### config.mk
export PLATFORM = sky130hd
export DESIGN_NAME = uart_rx
export DESIGN_NICKNAME = d
export VERILOG_FILES = /design/src/rtl/uart_pkg.sv /design/src/rtl/uart_rx_sync.sv /design/src/rtl/uart_rx.sv
export SDC_FILE = /design/constraint.sdc
export NUM_CORES = 1
export LEC_CHECK = 0
export BUFFER_PORTS_ARGS = -buffer_cell sky130_fd_sc_hd__buf_2
export CORE_MARGIN = 2
export CORE_UTILIZATION = 59
export CTS_CLUSTER_SIZE = 30
export DETAILED_ROUTE_END_ITERATION = 10
export PLACE_DENSITY = 0.86
export SLEW_MARGIN = 20
export SYNTH_ARGS = -nofsm -noshare
export SYNTH_HDL_FRONTEND = slang
export SYNTH_SLANG_ARGS = --single-unit
### constraint.sdc
create_clock -name i_Clock -period 2.4 [get_ports i_Clock]
set_clock_uncertainty 0.05 [all_clocks]
set_input_delay 0.24 -clock i_Clock [delete_from_list [all_inputs] [get_ports i_Clock]]
set_output_delay 0.24 -clock i_Clock [all_outputs]
set_load 0.03 [all_outputs]
### src/rtl/uart_pkg.sv
// Shared UART definitions: FSM state encodings, frame shape and a 2-of-3 vote helper.
// Used by both the receiver and the transmitter.
package uart_pkg;

    localparam logic [2:0] s_IDLE         = 3'b000;
    localparam logic [2:0] s_RX_START_BIT = 3'b001;
    localparam logic [2:0] s_RX_DATA_BITS = 3'b010;
    localparam logic [2:0] s_RX_STOP_BIT  = 3'b011;
    localparam logic [2:0] s_CLEANUP      = 3'b100;

    localparam int DATA_BITS = 8;
    localparam int STOP_BITS = 1;

    function automatic logic maj3(input logic a, input logic b, input logic c);
        return (a & b) | (a & c) | (b & c);
    endfunction

endpackage

### src/rtl/uart_rx_sync.sv
// Two-flop falling-edge synchroniser for the asynchronous serial line.
// Reset forces both stages to the idle-high level.
module uart_rx_sync (
    input  logic clk_i,
    input  logic rst_i,
    input  logic d_i,
    output logic q_o
);

    logic meta_q;
    logic sync_q;

    always_ff @(negedge clk_i) begin
        if (rst_i) begin
            meta_q <= 1'b1;
            sync_q <= 1'b1;
        end else begin
            meta_q <= d_i;
            sync_q <= meta_q;
        end
    end

    assign q_o = sync_q;

endmodule

### src/rtl/uart_rx.sv
// 8N1 UART receiver, mid-bit sampling, one-cycle DV / framing-error strobes; falling-edge clocked.
// Define UART_RX_MAJORITY_EN for 2-of-3 voting around each sample point (decision one cycle later).
module uart_rx
    import uart_pkg::*;
#(
    parameter int CLKS_PER_BIT = 1085,
    parameter int N            = 11
) (
    input  logic       i_Clock,
    input  logic       rst,
    input  logic       i_Rx_Serial,
    output logic [7:0] o_Rx_Byte,
    output logic       o_Rx_DV,
    output logic       o_Frame_Err,
    output logic       o_Rx_Active
);

    localparam logic [N-1:0] BIT_TERM = N'(CLKS_PER_BIT - 1);
`ifdef UART_RX_MAJORITY_EN
    localparam logic [N-1:0] START_TERM = N'((CLKS_PER_BIT - 1) / 2 + 1);
`else
    localparam logic [N-1:0] START_TERM = N'((CLKS_PER_BIT - 1) / 2);
`endif

    logic       rx_s;
    logic       sample;
    logic [2:0] state_q, state_d;
    logic [N-1:0] cnt_q, cnt_d;
    logic [2:0] idx_q, idx_d;
    logic [7:0] shift_q, shift_d;
    logic [7:0] byte_q, byte_d;
    logic       dv_q, dv_d;
    logic       ferr_q, ferr_d;
    logic       active_q, active_d;
    logic       armed_q, armed_d;

    uart_rx_sync u_sync (
        .clk_i (i_Clock),
        .rst_i (rst),
        .d_i   (i_Rx_Serial),
        .q_o   (rx_s)
    );

`ifdef UART_RX_MAJORITY_EN
    // hist_q[1] is rx_s two cycles back, hist_q[0] one cycle back.
    logic [1:0] hist_q;

    always_ff @(negedge i_Clock) begin
        if (rst) begin
            hist_q <= 2'b11;
        end else begin
            hist_q <= {hist_q[0], rx_s};
        end
    end

    assign sample = maj3(hist_q[1], hist_q[0], rx_s);
`else
    assign sample = rx_s;
`endif

    always_comb begin
        state_d  = state_q;
        cnt_d    = cnt_q;
        idx_d    = idx_q;
        shift_d  = shift_q;
        byte_d   = byte_q;
        dv_d     = dv_q;
        ferr_d   = ferr_q;
        active_d = active_q;
        armed_d  = armed_q | rx_s;

        case (state_q)
            s_IDLE: begin
                cnt_d = '0;
                idx_d = '0;
                if (!rx_s && armed_q) begin
                    state_d = s_RX_START_BIT;
                end
            end
            s_RX_START_BIT: begin
                if (cnt_q == START_TERM) begin
                    cnt_d = '0;
                    if (!sample) begin
                        active_d = 1'b1;
                        state_d  = s_RX_DATA_BITS;
                    end else begin
                        state_d  = s_IDLE;
                    end
                end else begin
                    cnt_d = cnt_q + N'(1);
                end
            end
            s_RX_DATA_BITS: begin
                if (cnt_q == BIT_TERM) begin
                    cnt_d          = '0;
                    shift_d[idx_q] = sample;
                    if (idx_q == 3'(DATA_BITS - 1)) begin
                        state_d = s_RX_STOP_BIT;
                    end else begin
                        idx_d = idx_q + 3'd1;
                    end
                end else begin
                    cnt_d = cnt_q + N'(1);
                end
            end
            s_RX_STOP_BIT: begin
                if (cnt_q == BIT_TERM) begin
                    cnt_d = '0;
                    if (sample) begin
                        byte_d = shift_q;
                        dv_d   = 1'b1;
                    end else begin
                        // Disarm so a held-low break cannot look like a new start bit.
                        ferr_d  = 1'b1;
                        armed_d = 1'b0;
                    end
                    state_d = s_CLEANUP;
                end else begin
                    cnt_d = cnt_q + N'(1);
                end
            end
            s_CLEANUP: begin
                dv_d     = 1'b0;
                ferr_d   = 1'b0;
                active_d = 1'b0;
                state_d  = s_IDLE;
            end
            default: begin
                state_d = s_IDLE;
            end
        endcase
    end

    always_ff @(negedge i_Clock) begin
        if (rst) begin
            state_q  <= s_IDLE;
            cnt_q    <= '0;
            idx_q    <= '0;
            shift_q  <= '0;
            byte_q   <= '0;
            dv_q     <= 1'b0;
            ferr_q   <= 1'b0;
            active_q <= 1'b0;
            armed_q  <= 1'b1;
        end else begin
            state_q  <= state_d;
            cnt_q    <= cnt_d;
            idx_q    <= idx_d;
            shift_q  <= shift_d;
            byte_q   <= byte_d;
            dv_q     <= dv_d;
            ferr_q   <= ferr_d;
            active_q <= active_d;
            armed_q  <= armed_d;
        end
    end

    assign o_Rx_Byte   = byte_q;
    assign o_Rx_DV     = dv_q;
    assign o_Frame_Err = ferr_q;
    assign o_Rx_Active = active_q;

endmodule

After elaboration in Yosys (flattened, before gate mapping)
Index checks and enable logic that the tools add are counted.

word-level totals
  bits in registers = 39
  latch bits = 0
  memory bits (writable) = 0
  ROM bits = 0
  input bits = 3
  output and inout port bits = 11
  word-level logic and storage cells = 75
  memories kept = 0

cells by class
  add/sub/neg operators = 2
  multiply operators = 0
  divide/modulo/power cells = 0
  order comparisons = 2
  equal/unequal tests = 16
  shifts and indexed selects = 0
  muxes and demuxes = 27
  bitwise logic cells = 1
  reductions and logical operators = 16

operators by type and width
  cell                     count
  $pmux W11 S3             1
  $mux W11                 2
  $mux W3                  7
  $ne A2 B2 Y1 const B     8
  $reduce_and A3 Y1        5
  $pmux W3 S4              1
  $add A11 B1 Y11 const B  1
  $eq A11 B10 Y1 const B   1
  $eq A11 B11 Y1 const B   1
  $mux W1                  9
  $bwmux W8                1
  $eq A3 B2 Y1 const B     2
  $eq A3 B3 Y1 const B     2
  $pmux W1 S2              3
  $pmux W3 S2              1
  $reduce_bool A2 Y1       3
  $reduce_and A5 Y1        1
  $lt A3 B4 Y1 const B     1
  $add A3 B1 Y3 const B    1
  $demux W1 S3             1
  $eq A3 B1 Y1 const B     1
  $ge A3 B1 Y1 const B     1
  $logic_not A3 Y1         1
  $reduce_bool A3 Y1       1
  7 further kinds          8

Logic depth before layout (Yosys ltp)
  depth in word-level cells = 5
  depth in mapped cells = 7
  depth with buffers taken out = 6

Cells and area by module
From an unflattened synthesis, not the netlist that was laid out.

unflattened totals
  cell total of the unflattened synthesis = 246
  area total of the unflattened synthesis = 1985.7 um^2

by module, submodules not included
  module        times used  cells each  area an instance (um^2)  seq. area each (um^2)
  uart_rx       1           241         1929.4                   740.7
  uart_rx_sync  1           5           56.3                     40.0

==> flow_summary.ini <==
[status]
status = complete, but fails checks
violations = setup timing

[synthesis]
yosys.area.top_type = dfxtp_1
yosys.area_share.simple_pct = 26.4
synthesis.nets = 235
synthAdderAreaFrac_pct = 3.22
synth_mux_area_share_pct = 8.43
yosys_register_bits = 39
seq_area_frac_synth_pct = 40.2
syn-instance-count = 227
synthTopCellsByArea = dfxtp_1 (40%), mux2i_1 (6.7%), nand2_1 (5.8%)
yosysWarningCount = 0
syn_area_um2 = 1940
synth_ff_type = dfxtp_1
yosys.area.top_type_share_pct = 40.2
synth_top_family_by_area = simple AND/OR/NAND/NOR gates
synth_edf_count = 0
synth_cell_types = 44
synth_compound_area_share_pct = 17.2
synth-async-reset-ratio_pct = 0
synthXorXnorAreaFrac_pct = 0
avgSynthCellArea_um2 = 8.57

[power_and_ir_drop]
p_leak_nw = 1.01
finalPower_w = 0.00147
irDropWorstVdd_uv = 565
p_per_area_nw_per_um2 = 611

[clocking]
cts_tree = done
cts.sinks = 39
cts.clk_slew.worst_paths_ns = 0.08
clk_path_buf_depth = 2
clk_latency_ns = 0.43
cts_buffers = 5
hold_buffers = 0
htreeDepth = 2
cts-root-buf = clkbuf_4

[hold_path]
hold_path.class = flip-flop to flip-flop
min_path_cells = 1
worstHoldEndpoint = u_sync.q_o
hp-start = u_sync.meta_q

[setup_path]
reg2reg_slack_ns = 0.31
slowest_stage = dfxtp_2
path_max_fanout = 2
reg2regPathDepth = 6
crit_family = flip-flops
r2r_end = cnt_q[10]
end_kind = output port
cpPeakStageDelay_ns = 0.34
cp_data_arrival_time_ns = 2.11
crit_cells = 1
crit_path_start_kind = flip-flop
worstPathRequired_ns = 2.11
crit_buf_inv = 1
path_cells = buf_6
r2r-start = cnt_q[1]
worstSetupPathType = flip-flop to output port

[timing]
setup_ws_ns = -0.00120
rsz0062_at_grt = true
drv_slew = 0
hold_violations = 0
relSlewSlack_pct = 61.6
setup_violations = 1
worst_slew_pin_slew_ns = 0.576

[final_layout]
regArea_um2 = 795
multi_input_area_um2 = 1070
syn2layout_area_growth_pct = 23.6
final_common_cell = inv_1
layout_common_cells = inv_1 (45), nand2_1 (30), dfxtp_1 (28)
antennaDiodeCount = 0
drive_above_1_share_pct = 18.4
fill_cells = 201
final_nets = 289
fin_cells = 326

[drt]
drt_iter0_markers = 118
drc = 0
firstDrtPassIters = 5
drtAntennaViolNets = 0
num_vias = 1984
via_per_inst = 6.09
drt_wl_total_mm = 4.77
routedWlPerCell_um = 14.6

[floorplan]
core_area_um2 = 3100
die_y_um = 61.4
start_util_pct = 62.7
die-area_um2 = 3770
ios = 14
die_w_um = 61.4
rows = 20

[grt]
antenna_found_initial = 0
grt_use_total_pct = 27.0
grt_overflow = 0
grt_pass1_vias = 1811
grt_max_degree = 18
grt_pass1_wl_mm = 7.72

[placement]
place_hpwl_mm = 2.80
io_buffer_count = 13
place_congestion = 0.813
dp.cells = 277

[flow_run]
drv_cap = 0
-- worst max-delay path by stage --
| stage | start | end | slack, ns |
|---|---|---|---|
| 3_5_place_dp | rst | cnt_q[7] | -0.007 |
| 6_report | o_Rx_Byte[4] | o_Rx_Byte[4] | -0.001 |
| 4_1_cts | o_Rx_DV | o_Rx_DV | 0.002 |
| 3_3_place_gp | rst | cnt_q[8] | 0.03 |
| 5_1_grt | o_Rx_Byte[7] | o_Rx_Byte[7] | -0.02 |
| 2_1_floorplan | rst | cnt_q[7] | 0.19 |
-- synthesized netlist by cell type (6+ instances only) --
master,number
a21oi_1,14
clkbuf_1,12
dfxtp_1,39
inv_1,7
mux2i_1,13
nand2_1,30
nand3_1,9
nor2_1,9
nor3_1,6
nor4_1,6
-- registers in the layout, indices dropped and copies added (netlist names) --
signal         flops
state_q            3
u_sync.q_o         1
armed_q            1
o_Frame_Err        1
idx_q              3
o_Rx_Active        1
cnt_q             11
o_Rx_DV            1
shift_q            8
o_Rx_Byte          8
u_sync.meta_q      1
-- through the flow --
stage	hold WS [ns]	area, um2	setup TNS, ns	util, %	setup WS (ns)
finish	0.352	2400	-0.00120	77.4	-0.00120
detailed placement	0.363	2070	-0.00652	66.7	-0.00652
global placement	0.343	2070	0	66.7	0.0276
CTS	0.401	2350	0	75.8	0.00202
floorplan	0.339	1940	0	-	0.186
global route	0.365	2400	-0.0626	77.4	-0.0206
-- final cells by class --
class / instances / share of cell area (%)
multi-input cells: 165 / 44.7
flip-flops and latches: 39 / 33.1
well taps: 44 / 2.29
inverters: 6 / 0.938
clock inverters: 42 / 8.07
repair buffers: 25 / 9.32
clock buffers: 5 / 1.56
-- cells by family after synthesis --
group / Yosys count
adder cells (fa/ha/maj): 5
AND/OR/NAND/NOR: 94
multiplexers: 16
buffers and inverters: 23
AO/OA/AOI/OAI: 50
flip-flops: 39
-- timing repair --
item                       CTS  global route
setup buffers                0             3
setup endpoints to repair   11            11
pin swaps                    0             0
gates resized for setup     21            12
-- report_power, final --
part           total (W)  internal, W  switching, W
sequential      0.000659     0.000653    0.00000619
combinational  0.0000578    0.0000201     0.0000377
clock           0.000752     0.000307      0.000445
total            0.00147     0.000980      0.000489
-- per-layer routing --
layer	wire [um]	vias up	track usage, %	share of wire (%)
li1	-	946	-	-
met1	2060	937	33.5	43
met2	2280	91	41.6	48
met3	361	10	10.1	7.6
met4	67	0	12.5	1.4
met5	0	-	0	0
Power figures use the tool's default switching activity.
